$ cat config.mk
export PLATFORM = sky130hd
export DESIGN_NAME = avr_trace_fetch
export DESIGN_NICKNAME = d
export VERILOG_FILES = /design/src/rtl/avr_trace_pkg.sv /design/src/rtl/avr_trace_fifo.sv /design/src/rtl/avr_trace_fetch.sv
export SDC_FILE = /design/constraint.sdc
export NUM_CORES = 1
export LEC_CHECK = 0
export ABC_AREA = 1
export CAP_MARGIN = 20
export CORE_UTILIZATION = 50
export DETAILED_ROUTE_END_ITERATION = 8
export GPL_ROUTABILITY_DRIVEN = 1
export PLACE_DENSITY = 0.65
export SETUP_SLACK_MARGIN = 0.5
export SLEW_MARGIN = 20
export SYNTH_ARGS = -nofsm -noshare
export SYNTH_HDL_FRONTEND = slang
export SYNTH_SLANG_ARGS = --single-unit
$ cat constraint.sdc
create_clock -name clk -period 13.1 [get_ports clk]
set_clock_uncertainty 0.15 [all_clocks]
set_input_delay 1.31 -clock clk [delete_from_list [all_inputs] [get_ports clk]]
set_output_delay 1.31 -clock clk [all_outputs]
set_load 0.01 [all_outputs]
$ cat src/rtl/avr_trace_pkg.sv
// Shared types and AVR two-word opcode classification for the instruction trace path.
// The disassembler side can reuse is_two_word() for the same decode.
package avr_trace_pkg;

  localparam int TRC_PAW = 16;

  localparam logic [15:0] LDS_MASK  = 16'hFE0F;
  localparam logic [15:0] LDS_VAL   = 16'h9000;
  localparam logic [15:0] STS_MASK  = 16'hFE0F;
  localparam logic [15:0] STS_VAL   = 16'h9200;
  localparam logic [15:0] JMP_MASK  = 16'hFE0E;
  localparam logic [15:0] JMP_VAL   = 16'h940C;
  localparam logic [15:0] CALL_MASK = 16'hFE0E;
  localparam logic [15:0] CALL_VAL  = 16'h940E;

  typedef struct packed {
    logic [TRC_PAW-1:0] adr;
    logic [15:0]        op0;
    logic [15:0]        op1;
    logic               len;
    logic               err;
  } trace_rec_t;

  function automatic logic is_two_word(input bit [15:0] w);
    return ((w & LDS_MASK) == LDS_VAL) || ((w & STS_MASK) == STS_VAL) ||
           ((w & JMP_MASK) == JMP_VAL) || ((w & CALL_MASK) == CALL_VAL);
  endfunction

endpackage

$ cat src/rtl/avr_trace_fifo.sv
// Synchronous FIFO of trace records. The head record is held in an output
// register, so a record pushed into an empty FIFO appears on the next cycle.
module avr_trace_fifo
  import avr_trace_pkg::*;
#(
  parameter int DEPTH = 8
) (
  input  logic       clk,
  input  logic       rst_n,
  input  logic       push,
  input  trace_rec_t din,
  input  logic       pop,
  output trace_rec_t dout,
  output logic       full,
  output logic       empty
);
  localparam int AW = $clog2(DEPTH);

  trace_rec_t     mem [DEPTH];
  logic [AW-1:0]  wr_ptr_reg, rd_ptr_reg, rd_ptr_next;
  logic [AW:0]    count_reg, count_left, count_next;
  trace_rec_t     dout_reg, dout_next;
  logic           pop_ok, push_ok;

  assign full  = (count_reg == (AW+1)'(DEPTH));
  assign empty = (count_reg == '0);
  assign dout  = dout_reg;

  always_comb begin
    pop_ok      = pop & ~empty;
    push_ok     = push & (~full | pop_ok);
    rd_ptr_next = rd_ptr_reg + AW'(pop_ok);
    count_left  = count_reg - (AW+1)'(pop_ok);
    count_next  = count_left + (AW+1)'(push_ok);
    // When the full slot is overwritten in a push+pop cycle, rd_ptr_next has
    // already moved past it, so the old data is never read back.
    dout_next   = dout_reg;
    if (count_left != '0)
      dout_next = mem[rd_ptr_next];
    else if (push_ok)
      dout_next = din;
  end

  always_ff @(posedge clk) begin
    if (push_ok)
      mem[wr_ptr_reg] <= din;
  end

  always_ff @(posedge clk or negedge rst_n) begin
    if (!rst_n) begin
      wr_ptr_reg <= '0;
      rd_ptr_reg <= '0;
      count_reg  <= '0;
      dout_reg   <= '0;
    end else begin
      wr_ptr_reg <= wr_ptr_reg + AW'(push_ok);
      rd_ptr_reg <= rd_ptr_next;
      count_reg  <= count_next;
      dout_reg   <= dout_next;
    end
  end

endmodule

$ cat src/rtl/avr_trace_fetch.sv
// Assembles issued AVR instruction words into 1-/2-word trace records, buffers
// them for the disassembly logger and counts records lost to overflow.
module avr_trace_fetch
  import avr_trace_pkg::*;
#(
  parameter int PAW   = TRC_PAW,
  parameter int DEPTH = 8,
  parameter int CNTW  = 8
) (
  input  logic            clk,
  input  logic            rst_n,
  input  logic            trc_en,
  input  logic            ifu_vld,
  input  logic [PAW-1:0]  ifu_adr,
  input  logic [15:0]     ifu_dat,
  output logic            trc_vld,
  input  logic            trc_rdy,
  output logic [PAW-1:0]  trc_adr,
  output logic [15:0]     trc_op0,
  output logic [15:0]     trc_op1,
  output logic            trc_len,
  output logic            trc_err,
  output logic            trc_ovf,
  output logic [CNTW-1:0] trc_drop,
  input  logic            ovf_clr
);
  typedef enum logic {FIRST, SECOND} state_t;

  state_t          state_reg, state_next;
  logic [PAW-1:0]  lat_adr_reg;
  logic [15:0]     lat_dat_reg;
  logic            latch;
  trace_rec_t      word_rec, rec_a, rec_b, push_rec, pend_reg, pend_next, head;
  logic            has_a, has_b, push, pend_vld_reg, pend_vld_next;
  logic            fifo_full, fifo_empty, pop, drop;
  logic            ovf_reg;
  logic [CNTW-1:0] drop_reg;

  always_ff @(posedge clk or negedge rst_n) begin
    if (!rst_n) begin
      state_reg    <= FIRST;
      lat_adr_reg  <= '0;
      lat_dat_reg  <= '0;
      pend_vld_reg <= 1'b0;
      pend_reg     <= '0;
    end else begin
      state_reg    <= state_next;
      pend_vld_reg <= pend_vld_next;
      pend_reg     <= pend_next;
      if (latch) begin
        lat_adr_reg <= ifu_adr;
        lat_dat_reg <= ifu_dat;
      end
    end
  end

  always_comb begin
    state_next   = state_reg;
    latch        = 1'b0;
    has_a        = 1'b0;
    has_b        = 1'b0;
    rec_a        = '0;
    rec_b        = '0;
    word_rec     = '0;
    word_rec.adr = TRC_PAW'(ifu_adr);
    word_rec.op0 = ifu_dat;
    case (state_reg)
      FIRST: begin
        if (trc_en && ifu_vld) begin
          if (is_two_word(ifu_dat)) begin
            latch      = 1'b1;
            state_next = SECOND;
          end else begin
            has_a = 1'b1;
            rec_a = word_rec;
          end
        end
      end
      SECOND: begin
        if (!trc_en) begin
          state_next = FIRST;
        end else if (ifu_vld) begin
          has_a      = 1'b1;
          rec_a.adr  = TRC_PAW'(lat_adr_reg);
          rec_a.op0  = lat_dat_reg;
          state_next = FIRST;
          if (ifu_adr == lat_adr_reg + PAW'(1)) begin
            rec_a.op1 = ifu_dat;
            rec_a.len = 1'b1;
          end else begin
            rec_a.err = 1'b1;
            if (is_two_word(ifu_dat)) begin
              latch      = 1'b1;
              state_next = SECOND;
            end else begin
              has_b = 1'b1;
              rec_b = word_rec;
            end
          end
        end
      end
      default: state_next = FIRST;
    endcase
    // A pending record always goes first; it can only exist in FIRST, where at
    // most one new record is produced, so one pending slot is enough.
    if (pend_vld_reg) begin
      push          = 1'b1;
      push_rec      = pend_reg;
      pend_vld_next = has_a;
      pend_next     = rec_a;
    end else begin
      push          = has_a;
      push_rec      = rec_a;
      pend_vld_next = has_b;
      pend_next     = rec_b;
    end
  end

  assign pop  = trc_vld & trc_rdy;
  assign drop = push & fifo_full & ~pop;

  avr_trace_fifo #(.DEPTH(DEPTH)) u_fifo (
    .clk   (clk),
    .rst_n (rst_n),
    .push  (push),
    .din   (push_rec),
    .pop   (pop),
    .dout  (head),
    .full  (fifo_full),
    .empty (fifo_empty)
  );

  always_ff @(posedge clk or negedge rst_n) begin
    if (!rst_n) begin
      ovf_reg  <= 1'b0;
      drop_reg <= '0;
    end else if (drop) begin
      ovf_reg  <= 1'b1;
      drop_reg <= ovf_clr ? CNTW'(1) : ((&drop_reg) ? drop_reg : drop_reg + CNTW'(1));
    end else if (ovf_clr) begin
      ovf_reg  <= 1'b0;
      drop_reg <= '0;
    end
  end

  assign trc_vld  = ~fifo_empty;
  assign trc_adr  = head.adr[PAW-1:0];
  assign trc_op0  = head.op0;
  assign trc_op1  = head.op1;
  assign trc_len  = head.len;
  assign trc_err  = head.err;
  assign trc_ovf  = ovf_reg;
  assign trc_drop = drop_reg;

endmodule

==> flow_metrics.py <==
metrics = {
    "die": {
        "core_um2": 46600,
        "dieArea_um2": 48100,
        "io_pins": 98,
        "row_count": 79,
        "chipHeight_um": 219,
        "die_w_um": 219,
        "start_util": 0.508,
    },
    "global_route": {
        "first_global_vias": 16500,
        "grt_start_max_net_pins": 121,
        "gr-total-overflow": 0,
        "grt_first_pass_wirelength_um": 98400,
        "grt_usage": 0.273,
        "antenna_found_initial": 1,
    },
    "logic_synthesis": {
        "synth_area_leader_cell": "edfxtp_1",
        "synth_edf_count": 400,
        "syn_inst": 2258,
        "yosysMostFrequentCell": "nand2_1",
        "synth_top_area_frac": 0.508,
        "syn-mean-instance-area_um2": 10.5,
        "synth.distinct_cells": 36,
        "synth.ff_latch_count": 553,
        "synth_area_um2": 23600,
        "synthesis.nets": 2306,
        "ys.flop_type": "edfxtp_1",
        "synthArstFlopShare": 0.277,
        "synth-seq-area-share": 0.670,
        "yosysWarnings": 0,
        "ys_top_cells_by_count": "nand2_1 (414), edfxtp_1 (400), nor2_1 (350)",
        "synthTopCellsByArea": "edfxtp_1 (51%), dfrtp_1 (16%), nand2_1 (6.6%), o21ai_0 (5.8%), nor2_1 (5.6%)",
    },
    "clock_network": {
        "clockBufferDepth": 3,
        "insertion_delay_ns": 0.62,
        "cts_hold_buf": 0,
        "cts_setup_buffers": 0,
        "clk_pin_slew_ns": 0.06,
        "htreeDepth": 2,
        "ctsResizeCount": 0,
        "cts_root_buf": "clkbuf_16",
        "cts_tree": "done",
        "cts_buffers": 57,
        "cts_sinks": 553,
    },
    "pwr": {
        "powerDensity_nw_per_um2": 225,
        "p_leak_nw": 10.8,
        "peakVddDrop_mv": 0.231,
    },
    "timing": {
        "setup_tns_ns": 0,
        "finalCritPeriodShare": 0.380,
        "fin_ws_ns": 8.12,
        "rsz0062_at_grt": "false",
        "period_needed_ns": 4.98,
        "hold_viol": 0,
        "timing.fmax_mhz": 201,
        "slew_viol_final": 0,
        "finalSetupViolCount": 0,
        "slew-limit-headroom": 0.318,
        "tightest_slew_ns": 1.02,
    },
    "routing": {
        "vias": 17100,
        "wl_met3_um": 5920,
        "dr_wl_met2_um": 28800,
        "routed_wl_um": 64200,
        "drt-pass1-iter-count": 6,
        "via_per_inst": 5.79,
        "drc": 0,
        "drt_iter0_drc": 1949,
        "ant_nets": 0,
        "met1_length_um": 27800,
        "top_layer": "met5",
        "wl_per_cell_um": 21.7,
    },
    "job": {
        "maxCapViolCount": 0,
    },
    "setup_path": {
        "crit_required_ns": 13.20,
        "end_kind": "flip-flop",
        "cp-start-kind": "input pin",
        "critPathMaxFanout": 30,
        "crit_arrival_ns": 5.08,
        "setup.worst_path.class": "in -> reg",
    },
    "worst_hold_path": {
        "hp-class": "reg -> reg",
    },
    "place": {
        "place_ws_ns": 7.51,
        "place_congestion": 0.865,
        "dp_hpwl_um": 36900,
        "port_buffers": 97,
        "placed_area_um2": 25100,
    },
    "outcome": {
        "status": "complete, no violations",
    },
    "finish": {
        "num-nets-final": 2355,
        "area_growth_pct": 14.2,
        "design_area_um2": 27000,
        "final_util": 0.580,
        "nFillCells": 3888,
        "diodes": 0,
        "drive_above_1_share": 0.0675,
        "seq_area_um2": 15800,
        "largest_register_ffs": 400,
        "multiInputGateArea_um2": 6830,
    },
}
-- worst paths after layout --
path / from / to / slack, ns / depth (start not counted)
max reg2reg: state_reg / u_fifo.mem[1][4] / 8.52 / 10
max in group asynchronous: rst_n / u_fifo.dout[18] / 10.68 / 2
min reg2reg: lat_dat_reg[12] / lat_dat_reg[12] / 0.31 / 2
max: ifu_dat[3] / u_fifo.mem[1][4] / 8.12 / 13
min: lat_dat_reg[12] / lat_dat_reg[12] / 0.31 / 2
min in group asynchronous: rst_n / trc_drop[6] / 0.64 / 1
-- metrics by stage --
| step | total power [W] | hold WS, ns | instances |
|---|---|---|---|
| global route | 0.00645 | 0.330 | 2961 |
| finish | 0.00608 | 0.311 | 2961 |
| global placement | 0.00443 | 0.285 | 2855 |
| detailed placement | 0.00446 | 0.300 | 2855 |
| CTS | 0.00610 | 0.314 | 2961 |
| floorplan | 0.00365 | 0.272 | 2258 |
-- cells by family after synthesis --
group | synth area share
and+or+nand+nor | 0.178
DFF | 0.670
AOI/OAI and AO/OA | 0.0954
buffers and inverters | 0.0444
xor gates and xnor gates | 0.00704
adders and majority gates | 0.00529
-- placed cells by master (no fill, tap or decap), types with 6 or more instances in the layout --
master / netlist / layout
xnor2_1: 8 / 7
nand3b_1: 18 / 18
edfxtp_1: 400 / 400
ha_1: 10 / 8
nor2_1: 350 / 342
clkbuf_16: 0 / 58
xor2_1: 11 / 11
o21ai_0: 273 / 273
nand3_1: 149 / 148
clkinv_1: 3 / 16
nand2_1: 414 / 414
a21oi_1: 24 / 24
nor3_1: 6 / 6
nand4_1: 25 / 25
nor2_2: 6 / 6
clkdlybuf4s50_1: 0 / 96
nand2_2: 19 / 19
o22ai_1: 103 / 103
a22oi_1: 9 / 9
clkbuf_1: 101 / 12
inv_1: 125 / 124
dfrtp_1: 153 / 152
buf_4: 3 / 24
bufinv_16: 0 / 6
nor2_4: 3 / 11
-- worst max-delay path: stages --
cell and delay (ns):
clkdlybuf4s50_1 0.46, inv_1 0.23, o21ai_1 0.14, nand2_1 0.09, nor2_2 0.06, nand2_1 0.06, nand2_1 0.06, nand2_1 0.10
nand2_1 0.52, inv_1 0.45, nand2_1 0.31, nor2_4 0.65, buf_4 0.59
-- area by class of cell --
| type | instances | share of cell area |
|---|---|---|
| flip-flops and latches | 553 | 0.587 |
| multi-input cells | 1441 | 0.253 |
| clock buffers | 75 | 0.0580 |
| repair buffers | 122 | 0.0431 |
| clock inverters | 31 | 0.0121 |
| inverters | 132 | 0.0186 |
| well taps | 607 | 0.0281 |
-- layer usage --
metal	vias to the layer above	global-route usage
met5	-	0
met4	2	0.0859
met3	115	0.0588
met2	737	0.415
met1	8401	0.391
li1	7881	-
-- power breakdown --
group	switching (W)	total, W	leakage [nW]	internal [W]
clock	0.000677	0.00163	0.912	0.000957
sequential	0.000110	0.00221	5.68	0.00210
combinational	0.00150	0.00224	4.22	0.000742
total	0.00228	0.00608	10.8	0.00380
No activity file was read; power rests on OpenSTA's default activity.
